File: src/rtl/cpu_stage_sequencer_pkg.sv
// Shared stage encodings for the RV32I multi-cycle sequencer and any debug/trace logic decoding o_Stage.
package cpu_stage_sequencer_pkg;

   localparam int SEQ_STATE_WIDTH = 3;

   localparam logic [SEQ_STATE_WIDTH-1:0] SEQ_STATE_IDLE      = 3'b000;
   localparam logic [SEQ_STATE_WIDTH-1:0] SEQ_STATE_FETCH     = 3'b001;
   localparam logic [SEQ_STATE_WIDTH-1:0] SEQ_STATE_DECODE    = 3'b010;
   localparam logic [SEQ_STATE_WIDTH-1:0] SEQ_STATE_EXECUTE   = 3'b011;
   localparam logic [SEQ_STATE_WIDTH-1:0] SEQ_STATE_MEMORY    = 3'b100;
   localparam logic [SEQ_STATE_WIDTH-1:0] SEQ_STATE_WRITEBACK = 3'b101;
   localparam logic [SEQ_STATE_WIDTH-1:0] SEQ_STATE_FAULT     = 3'b110;

   typedef enum logic [SEQ_STATE_WIDTH-1:0] {
      ST_IDLE      = SEQ_STATE_IDLE,
      ST_FETCH     = SEQ_STATE_FETCH,
      ST_DECODE    = SEQ_STATE_DECODE,
      ST_EXECUTE   = SEQ_STATE_EXECUTE,
      ST_MEMORY    = SEQ_STATE_MEMORY,
      ST_WRITEBACK = SEQ_STATE_WRITEBACK,
      ST_FAULT     = SEQ_STATE_FAULT
   } seq_state_e;

   // Stages that hold a memory handshake open and are guarded by the wait timer.
   function automatic logic waits_for_ack(seq_state_e s);
      return (s == ST_FETCH) || (s == ST_MEMORY);
   endfunction

endpackage

File: src/rtl/cpu_stage_sequencer_wait_timer.sv
// Memory-ack wait timer: down-counter reloaded on stage entry, expires after WAIT_TIMEOUT ack-less cycles.
module sequencer_wait_timer #(
   parameter int WAIT_TIMEOUT = 255,
   parameter int TIMER_WIDTH  = 8
) (
   input  logic i_Clk,
   input  logic i_Reset,
   input  logic i_Clear,
   input  logic i_Count_En,
   input  logic i_Ack,
   output logic o_Expired
);

   localparam logic [TIMER_WIDTH-1:0] TC_INIT = TIMER_WIDTH'(WAIT_TIMEOUT - 1);

   logic [TIMER_WIDTH-1:0] count_q;
   logic [TIMER_WIDTH-1:0] count_d;

   always_comb begin
      count_d = count_q;
      if (i_Clear) begin
         count_d = TC_INIT;
      end else if (i_Count_En && !i_Ack && (count_q != '0)) begin
         count_d = count_q - TIMER_WIDTH'(1);
      end
   end

   always_ff @(posedge i_Clk or posedge i_Reset) begin
      if (i_Reset) begin
         count_q <= TC_INIT;
      end else begin
         count_q <= count_d;
      end
   end

   // Terminal count reached in the last allowed waiting cycle; a same-cycle ack wins.
   assign o_Expired = i_Count_En && !i_Ack && (count_q == '0);

endmodule

File: src/rtl/cpu_stage_sequencer.sv
// Multi-cycle fetch/decode/execute/memory/writeback sequencer with memory handshakes and a sticky wait-timeout fault.
// Optional perf counters are built only when CPU_SEQ_PERF_COUNTERS_EN is defined.
module cpu_stage_sequencer
   import cpu_stage_sequencer_pkg::*;
#(
   parameter int WAIT_TIMEOUT = 255,
   parameter int TIMER_WIDTH  = 8
) (
   input  logic        i_Clk,
   input  logic        i_Reset,
   input  logic        i_Enable,
   input  logic        i_Instr_Valid,
   input  logic        i_Dmem_Ready,
   input  logic        i_Reg_Write_Enable,
   input  logic        i_Mem_Write_Enable,
   input  logic        i_Mem_Read_Enable,
   output logic        o_Instr_Req,
   output logic        o_Ir_Load,
   output logic        o_Dmem_Req,
   output logic        o_Dmem_Write,
   output logic        o_Reg_File_Write_Enable,
   output logic        o_Pc_Write_Enable,
   output logic        o_Instr_Retired,
   output logic [2:0]  o_Stage,
   output logic        o_Fault,
   output logic [31:0] o_Cycle_Count,
   output logic [31:0] o_Retired_Count
);

   // state     | meaning
   // IDLE      | stopped, waiting for i_Enable
   // FETCH     | instruction request open, waiting for i_Instr_Valid
   // DECODE    | one cycle for the decoder to settle
   // EXECUTE   | one cycle, picks MEMORY / WRITEBACK / retire
   // MEMORY    | data request open, waiting for i_Dmem_Ready
   // WRITEBACK | one-cycle rd commit, always retires
   // FAULT     | memory ack timed out; only reset leaves

   seq_state_e state_q;
   seq_state_e state_d;
   logic       retire;
   logic       timer_clear;
   logic       timer_en;
   logic       timer_ack;
   logic       timer_expired;
   logic       is_mem_op;

   assign is_mem_op = i_Mem_Read_Enable || i_Mem_Write_Enable;

   always_comb begin
      state_d = state_q;
      retire  = 1'b0;
      case (state_q)
         ST_IDLE:      if (i_Enable) state_d = ST_FETCH;
         ST_FETCH: begin
            if (i_Instr_Valid)      state_d = ST_DECODE;
            else if (timer_expired) state_d = ST_FAULT;
         end
         ST_DECODE:    state_d = ST_EXECUTE;
         ST_EXECUTE: begin
            if (is_mem_op)               state_d = ST_MEMORY;
            else if (i_Reg_Write_Enable) state_d = ST_WRITEBACK;
            else                         retire  = 1'b1;
         end
         ST_MEMORY: begin
            // Read and write together is treated as a store.
            if (i_Dmem_Ready) begin
               if (i_Mem_Write_Enable) retire  = 1'b1;
               else                    state_d = ST_WRITEBACK;
            end else if (timer_expired) begin
               state_d = ST_FAULT;
            end
         end
         ST_WRITEBACK: retire  = 1'b1;
         ST_FAULT:     state_d = ST_FAULT;
         default:      state_d = ST_IDLE;
      endcase
      if (retire) state_d = i_Enable ? ST_FETCH : ST_IDLE;
   end

   always_ff @(posedge i_Clk or posedge i_Reset) begin
      if (i_Reset) begin
         state_q <= ST_IDLE;
      end else begin
         state_q <= state_d;
      end
   end

   assign timer_en    = waits_for_ack(state_q);
   assign timer_ack   = (state_q == ST_FETCH) ? i_Instr_Valid : i_Dmem_Ready;
   assign timer_clear = waits_for_ack(state_d) && (state_d != state_q);

   sequencer_wait_timer #(
      .WAIT_TIMEOUT (WAIT_TIMEOUT),
      .TIMER_WIDTH  (TIMER_WIDTH)
   ) u_wait_timer (
      .i_Clk      (i_Clk),
      .i_Reset    (i_Reset),
      .i_Clear    (timer_clear),
      .i_Count_En (timer_en),
      .i_Ack      (timer_ack),
      .o_Expired  (timer_expired)
   );

   assign o_Instr_Req             = (state_q == ST_FETCH);
   assign o_Ir_Load               = (state_q == ST_FETCH) && i_Instr_Valid;
   assign o_Dmem_Req              = (state_q == ST_MEMORY);
   assign o_Dmem_Write            = (state_q == ST_MEMORY) && i_Mem_Write_Enable;
   assign o_Reg_File_Write_Enable = (state_q == ST_WRITEBACK);
   assign o_Pc_Write_Enable       = retire;
   assign o_Instr_Retired         = retire;
   assign o_Stage                 = state_q;
   assign o_Fault                 = (state_q == ST_FAULT);

`ifdef CPU_SEQ_PERF_COUNTERS_EN
   logic [31:0] cycle_cnt_q;
   logic [31:0] cycle_cnt_d;
   logic [31:0] retired_cnt_q;
   logic [31:0] retired_cnt_d;

   always_comb begin
      cycle_cnt_d   = cycle_cnt_q;
      retired_cnt_d = retired_cnt_q;
      if ((state_q != ST_IDLE) && (state_q != ST_FAULT)) cycle_cnt_d = cycle_cnt_q + 32'd1;
      if (retire) retired_cnt_d = retired_cnt_q + 32'd1;
   end

   always_ff @(posedge i_Clk or posedge i_Reset) begin
      if (i_Reset) begin
         cycle_cnt_q   <= '0;
         retired_cnt_q <= '0;
      end else begin
         cycle_cnt_q   <= cycle_cnt_d;
         retired_cnt_q <= retired_cnt_d;
      end
   end

   assign o_Cycle_Count   = cycle_cnt_q;
   assign o_Retired_Count = retired_cnt_q;
`else
   assign o_Cycle_Count   = '0;
   assign o_Retired_Count = '0;
`endif

endmodule

File: config.mk
export PLATFORM = sky130hd
export DESIGN_NAME = cpu_stage_sequencer
export DESIGN_NICKNAME = d
export VERILOG_FILES = /design/src/rtl/cpu_stage_sequencer_pkg.sv /design/src/rtl/cpu_stage_sequencer_wait_timer.sv /design/src/rtl/cpu_stage_sequencer.sv
export SDC_FILE = /design/constraint.sdc
export NUM_CORES = 1
export LEC_CHECK = 0
export CAP_MARGIN = 20
export CORE_ASPECT_RATIO = 1.1
export CORE_MARGIN = 3
export CORE_UTILIZATION = 42
export CTS_BUF_LIST = sky130_fd_sc_hd__clkbuf_4
export DETAILED_ROUTE_END_ITERATION = 12
export PLACE_DENSITY = 0.95
export SLEW_MARGIN = 15
export SYNTH_ARGS = -nofsm -noshare
export SYNTH_HDL_FRONTEND = slang
export SYNTH_SLANG_ARGS = --single-unit
File: constraint.sdc
create_clock -name i_Clk -period 5.1 [get_ports i_Clk]
set_input_delay 0.765 -clock i_Clk [delete_from_list [all_inputs] [get_ports i_Clk]]
set_output_delay 0.765 -clock i_Clk [all_outputs]
set_load 0.01 [all_outputs]
==> parameters.txt, run 1 <==
Parameter                              Value

Drt
  Detailed Routing Iterations Pass 1 ... 3
  Number of antenna-violating nets in the routed design ... 0
  Detail-routed net length per standard cell ... 10.75 um
  Vias per cell ... 4.505
  Initial drt markers ... 25
  Via total after detailed routing ... 928
  DR DRC count ... 0
  Routed wire length ... 2215 um

Timing
  Min Tclk post-route ... 3102 ps
  Max Clk Rate ... 322.3 MHz
  Final-layout setup total negative slack ... 0 ps
  Unrepaired setup endpoints after global routing ... false
  Number of slew-limit violations in the final report ... 0
  Final Hold Violating Endpoints ... 0
  Worst Clk Skew ... 0.5736 ps
  Number of failing setup endpoints in the final timing report ... 0
  Final critical-path share of the clock period ... 60.83%

Clock network
  Clock Tree Root ... sky130_fd_sc_hd__clkbuf_4
  CTS H-Tree Depth ... 1
  Clock slew seen by the registers of the worst setup and hold paths ... 70 ps
  Inserted Clock Buffers ... 3
  Setup repair bufs after CTS ... 0
  Clk sink count ... 11
  Clock latency at the later pin of the worst-skew pair ... 270 ps
  CTS tree ... done
  Total of cells resized after clock tree synthesis ... 0
  Number of hold buffers added after cts ... 0
  CTS max path bufs ... 2

Placement
  Final weighted congestion of routability-driven global placement ... 0.8930
  Sum of net half-perimeters after detailed placement ... 1799 um
  Input/output buffers ... 18
  Placed cell count ... 202

Logic synthesis
  Avg Inst Size Synth ... 8.750 sq um
  Distinct cells, synth ... 44
  Number of synthesized flops with an enable pin ... 0
  Post-synthesis sequential area ratio ... 20.81%
  Number of warnings printed during yosys synthesis ... 0
  Number of instances in the synthesized netlist ... 156
  Share of flip-flops with an asynchronous set or reset ... 100.0%
  Most instantiated flip-flop cell in the synthesis netlist ... sky130_fd_sc_hd__dfstp_2
  Post-synthesis sequential element count ... 11
  Netlist Area Pre-Place ... 1365 sq um

Floorplanning
  Placeable Area ... 3074 sq um
  DIE AREA ... 3971 sq um
  Die extent in y ... 65.79 um
  Standard-cell rows ... 21
  I/O pin count ... 83
  Starting utilization of the core area ... 44.40%
  Die Span X ... 60.36 um

Power
  Power density relative to cell area ... 413.7 nW/um^2
  Worst vdd ir ... 0.2299 mV
  Leakage ... 0.6058 nW

Global routing
  Via count of the first global-routing pass ... 771
  Total congestion overflow after global routing ... 0
  Antenna violations before repair ... 0
  Global-route wire length before repair ... 3463 um
  GRT Util Overall ... 11.28%
  Pin count of the biggest net entering global routing ... 16

Cells and area
  Final standard cell count with taps included and fillers excluded ... 206
  Antenna cells ... 0
  Layout overhead on the synthesized area ... -1.833%
  Ratio of cells with drive above 1 in the final layout ... 12.21%
  Number of nets at the end of the flow ... 183

Critical path
  Cell-by-cell listing of the critical path ... clkdlybuf4s50_1 > nor3_1 > a221o_1 > clkdlybuf4s50_1
  CP dominant cell by count ... sky130_fd_sc_hd__clkdlybuf4s50_1
  Worst-path fanout max ... 6
  Critical path buffers and inverters ... 2
  Data required time at the worst endpoint ... 4340 ps
  Worst setup EP type ... primary output
  Delay of the slowest cell on the worst path ... 550 ps
  Arrival @ worst endpoint ... 2340 ps
  Critical path type ... in2out
  Family of cells with the greatest summed delay on the critical path ... buffers and inverters
  Type of element launching the critical path ... primary input
  Crit-path slowest cell ... sky130_fd_sc_hd__clkdlybuf4s50_1

Flow run
  Max-cap viol count ... 0

Outcome
  Run status ... finished, final reports clean

Worst hold path
  HP Class ... reg2reg
final timing paths:
kind,start,to,slack [ps],cells past startpoint
max,i_Mem_Write_Enable,o_Instr_Retired,2000,4
min,u_wait_timer.count_q[0],u_wait_timer.count_q[0],620,2
max reg2reg,o_Stage[2],u_wait_timer.count_q[0],2930,5
min reg2reg,u_wait_timer.count_q[0],u_wait_timer.count_q[0],620,2
max in group asynchronous,i_Reset,u_wait_timer.count_q[2],4000,2
min in group asynchronous,i_Reset,o_Stage[2],780,2
where the power goes:
group / leakage [nW] / internal [mW] / total (mW) / switching [mW]
clock: 0.0184 / 0.0356 / 0.0640 / 0.0284
combinational: 0.463 / 0.154 / 0.331 / 0.178
sequential: 0.124 / 0.113 / 0.159 / 0.0463
layout make-up:
type,instances,area (sq um)
Timing Repair Buffer,18,180.2
Tap cell,34,42.54
Multi-Input combinational cell,135,788.3
Clock buffer,4,30.03
Fill cell,310,1734
Sequential cell,11,284.0
Inverter,4,15.01
synthesized netlist by cell type, drive strengths merged, types with 2 or more instances:
cell type	number	area, sq um
dfstp	7	183.9
a211oi	2	20.02
nor2b	3	18.77
a21oi	3	18.77
and2	6	37.54
a221o	2	20.02
o211ai	8	73.82
nor3	3	15.01
buf	69	514.2
nand2	2	7.510
nand4	4	25.02
nand3	3	15.01
nor3b	2	15.01
dfrtp	4	100.1
nor2	3	11.26
ha	2	25.02
xor2	6	52.55
inv	4	15.01
or2	2	12.52
nor4	2	18.77
a211o	2	17.52
or3b	3	26.28
kinds of logic (layout without fill, tap and decap cells):
kind of cell	after synthesis	count (layout)	synth area share (%)
AOI/OAI and AO/OA	23	23	14.67
adders and majority gates	2	2	1.833
and+or+nand+nor	38	38	18.33
muxes	1	1	0.8249
buffers and inverters	73	26	38.77
xor gates and xnor gates	7	7	4.491
other	1	64	0.2747
DFF	11	11	20.81
metrics by stage:
stage / hold WS, ps / utilization (%) / setup WS, ps / total power [mW] / cell area [sq um]
global placement: 596.2 / 42.61 / 2058 / 0.4793 / 1310
finish: 620.4 / 43.59 / 1998 / 0.5544 / 1340
global route: 668.2 / 43.59 / 1883 / 0.6019 / 1340
CTS: 614.2 / 43.59 / 1995 / 0.5566 / 1340
floorplan: 576.8 / - / 2895 / 0.4332 / 1602
detailed placement: 601.3 / 42.61 / 1989 / 0.4903 / 1310
state kept, by name, summed over array words and instances (netlist names):
register and flops:
u_wait_timer.count_q 8, o_Stage 3
placed cells by master, fill, tap and decap left out, drive strengths merged, types with 4 or more instances in the layout:
| cell | netlist | routed |
|---|---|---|
| conb | 1 | 64 |
| dfrtp | 4 | 4 |
| clkdlybuf4s50 | 0 | 18 |
| and2 | 6 | 6 |
| inv | 4 | 4 |
| clkbuf | 0 | 4 |
| xor2 | 6 | 6 |
| o211ai | 8 | 8 |
| nand4 | 4 | 4 |
| dfstp | 7 | 7 |
tightest hold or removal path, cell delays in order (launching register included):
cell	delay (ps)
sky130_fd_sc_hd__dfrtp_1	390
sky130_fd_sc_hd__xnor2_1	90
sky130_fd_sc_hd__o211a_1	110
routing by layer:
layer	GRT usage [%]	part of all wire (%)
met1	13.09	38
met3	2.344	9.4
met4	3.324	1.0
met2	20.27	52
met5	0	0
Note: power is estimated with default switching activity, not from simulation.
==> run 2, diff against run 1 <==
--- a/config.mk
+++ b/config.mk
@@ -8,10 +8,10 @@
 export CAP_MARGIN = 20
 export CORE_ASPECT_RATIO = 1.1
 export CORE_MARGIN = 3
-export CORE_UTILIZATION = 42
+export CORE_UTILIZATION = 39
 export CTS_BUF_LIST = sky130_fd_sc_hd__clkbuf_4
 export DETAILED_ROUTE_END_ITERATION = 12
-export PLACE_DENSITY = 0.95
+export PLACE_DENSITY = 0.94
 export SLEW_MARGIN = 15
 export SYNTH_ARGS = -nofsm -noshare
 export SYNTH_HDL_FRONTEND = slang
==> constraint.sdc (replaced) <==
create_clock -name i_Clk -period 2.95 [get_ports i_Clk]
set_input_delay 0.4425 -clock i_Clk [delete_from_list [all_inputs] [get_ports i_Clk]]
set_output_delay 0.4425 -clock i_Clk [all_outputs]
set_load 0.01 [all_outputs]
==> parameters.txt, run 2 (synthesis gave the netlist of run 1 again) <==
Parameter                              Value

Clock network
  Clock Tree Root ... sky130_fd_sc_hd__clkbuf_4 (unchanged)
  CTS max path bufs ... 2 (unchanged)
  CTS H-Tree Depth ... 1 (unchanged)
  Clk sink count ... 11 (unchanged)
  Setup repair bufs after CTS ... 0 (unchanged)
  Total of cells resized after clock tree synthesis ... 0 (unchanged)
  Number of hold buffers added after cts ... 0 (unchanged)
  CTS tree ... done (unchanged)
  Inserted Clock Buffers ... 3 (unchanged)
  Clock latency at the later pin of the worst-skew pair ... 270 ps (about the same)
  Clock slew seen by the registers of the worst setup and hold paths ... 70 ps (about the same)

Critical path
  Reg2Reg Setup Slack ... 760 ps (was 2930 ps)
  Cell-by-cell listing of the critical path ... and3b_1 > a221o_1 > clkdlybuf4s50_1 (was clkdlybuf4s50_1 > nor3_1 > a221o_1 > clkdlybuf4s50_1)
  Worst-path fanout max ... 15 (was 6)
  Worst setup EP type ... primary output (unchanged)
  Family of cells with the greatest summed delay on the critical path ... flip-flops (was buffers and inverters)
  Arrival @ worst endpoint ... 2010 ps (was 2340 ps)
  Delay of the slowest cell on the worst path ... 610 ps (was 550 ps)
  Critical path buffers and inverters ... 1 (was 2)
  Type of element launching the critical path ... register (was primary input)
  Critical path type ... reg2out (was in2out)
  Data required time at the worst endpoint ... 2510 ps (was 4340 ps)
  Crit-path slowest cell ... sky130_fd_sc_hd__dfrtp_1 (was sky130_fd_sc_hd__clkdlybuf4s50_1)

Global routing
  GRT Util Overall ... 10.18% (was 11.28%)
  Busiest grt layer ... met2 (unchanged)
  Total congestion overflow after global routing ... 0 (unchanged)
  Met2 Usage GRT ... 19.17% (was 20.27%)
  Global-route wire length before repair ... 3443 um (was 3463 um)
  Via count of the first global-routing pass ... 759 (was 771)
  Met3 track demand over resource ... 2.627% (was 2.344%)
  Antenna violations before repair ... 0 (unchanged)
  Pin count of the biggest net entering global routing ... 16 (unchanged)
  Fraction of met1 tracks used by global routing ... 11.03% (was 13.09%)

Flow run
  Max-cap viol count ... 0 (unchanged)

Drt
  Initial drt markers ... 69 (was 25)
  Detailed Routing Iterations Pass 1 ... 4 (was 3)
  Routed wire length ... 2346 um (was 2215 um)
  Via total after detailed routing ... 923 (was 928)
  Number of antenna-violating nets in the routed design ... 0 (unchanged)
  Vias per cell ... 4.234 (was 4.505)
  DR DRC count ... 0 (unchanged)
  Detail-routed net length per standard cell ... 10.76 um (was 10.75 um)

Placement
  Sum of net half-perimeters after detailed placement ... 1850 um (was 1799 um)
  Input/output buffers ... 18 (unchanged)
  Final weighted congestion of routability-driven global placement ... 0.8375 (was 0.8930)

Worst hold path
  HP Class ... in2async (was reg2reg)

Floorplanning
  Standard-cell rows ... 21 (unchanged)
  Placeable Area ... 3206 sq um (was 3074 sq um)
  I/O pin count ... 83 (unchanged)
  Die Span X ... 62.41 um (was 60.36 um)
  Starting utilization of the core area ... 42.58% (was 44.40%)
  Die extent in y ... 68.05 um (was 65.79 um)
  DIE AREA ... 4247 sq um (was 3971 sq um)

Cells and area
  Ratio of cells with drive above 1 in the final layout ... 12.21% (unchanged)
  Leading cell type in the layout, fill and taps excluded ... sky130_fd_sc_hd__conb_1 (unchanged)
  Layout overhead on the synthesized area ... -0.7332% (was -1.833%)
  Largest register FFs ... 8 (unchanged)
  Antenna cells ... 0 (unchanged)
  Number of nets at the end of the flow ... 183 (unchanged)
  Largest reg by FF count ... u_wait_timer.count_q (unchanged)
  Most frequent cells in the layout ... sky130_fd_sc_hd__conb_1, sky130_fd_sc_hd__clkdlybuf4s50_1, sky130_fd_sc_hd__o211ai_1, sky130_fd_sc_hd__dfstp_2 (unchanged)

Timing
  Final critical-path share of the clock period ... 83.18%
  Number of slew-limit violations in the final report ... 0 (unchanged)
  Max Clk Rate ... 407.5 MHz
  Number of failing setup endpoints in the final timing report ... 0 (unchanged)
  Worst Clk Skew ... 3.679 ps (was 0.5736 ps)
  Unrepaired setup endpoints after global routing ... false (unchanged)
  Final-layout setup total negative slack ... 0 ps (unchanged)
  Min Tclk post-route ... 2454 ps
  Final Hold Violating Endpoints ... 0 (unchanged)

Outcome
  Run status ... finished, final reports clean (unchanged)

Power
  Leakage ... 0.6058 nW (unchanged)
  Post-layout power ... 0.9630 mW (was 0.5544 mW)
  Worst vdd ir ... 0.2673 mV (was 0.2299 mV)
  Power density relative to cell area ... 710.7 nW/um^2 (was 413.7 nW/um^2)
[run 2: cell counts in the layout (fill, tap and decap cells not counted)]
No cell type changed its count.
[run 2: per-stage QoR]
step,utilization [%],hold WS [ps],instances,setup slack (ps),instance area (sq um)
floorplan,-,289.9,219,1023,1602
global placement,41.33,598.0,214,540.9,1325
detailed placement,41.33,597.3,214,505.2,1325
CTS,42.27,457.3,218,491.8,1355
global route,42.27,464.1,218,371.2,1355
finish,42.27,449.8,218,496.2,1355
[run 2: worst reg2reg max path: cells and delay by family, from the launching register on]
family           cells  cell delay (ps)
AND/OR/NAND/NOR      2              770
flip-flops           1              610
AO/OA/AOI/OAI        3              710
[run 2: final cells by class]
class,count,area (sq um)
Inverter,4,15.01
Fill cell,322,1851
Sequential cell,11,284.0
Tap cell,46,57.56
Timing Repair Buffer,18,180.2
Multi-Input combinational cell,135,788.3
Clock buffer,4,30.03
[run 2: report_power, final]
group | internal [mW] | switching (mW) | leakage [nW]
logic | 0.266 | 0.310 | 0.463
clock network | 0.0615 | 0.0493 | 0.0184
registers | 0.195 | 0.0815 | 0.124
total | 0.523 | 0.440 | 0.606
[run 2: worst paths after layout]
check                                           to  depth (start not counted)                    start
hold / removal                          o_Stage[1]                          2                  i_Reset
setup / recovery                 o_Pc_Write_Enable                          3               o_Stage[2]
min in group i_Clk         u_wait_timer.count_q[0]                          2  u_wait_timer.count_q[0]
max in group asynchronous  u_wait_timer.count_q[6]                          2                  i_Reset
setup reg to reg           u_wait_timer.count_q[2]                          5               o_Stage[2]
hold reg to reg            u_wait_timer.count_q[0]                          2  u_wait_timer.count_q[0]
[run 2: routing by layer]
layer	vias up	wire, um
met3	2	222
met5	-	0
met2	54	1219
met1	425	882
li1	442	-
met4	0	22
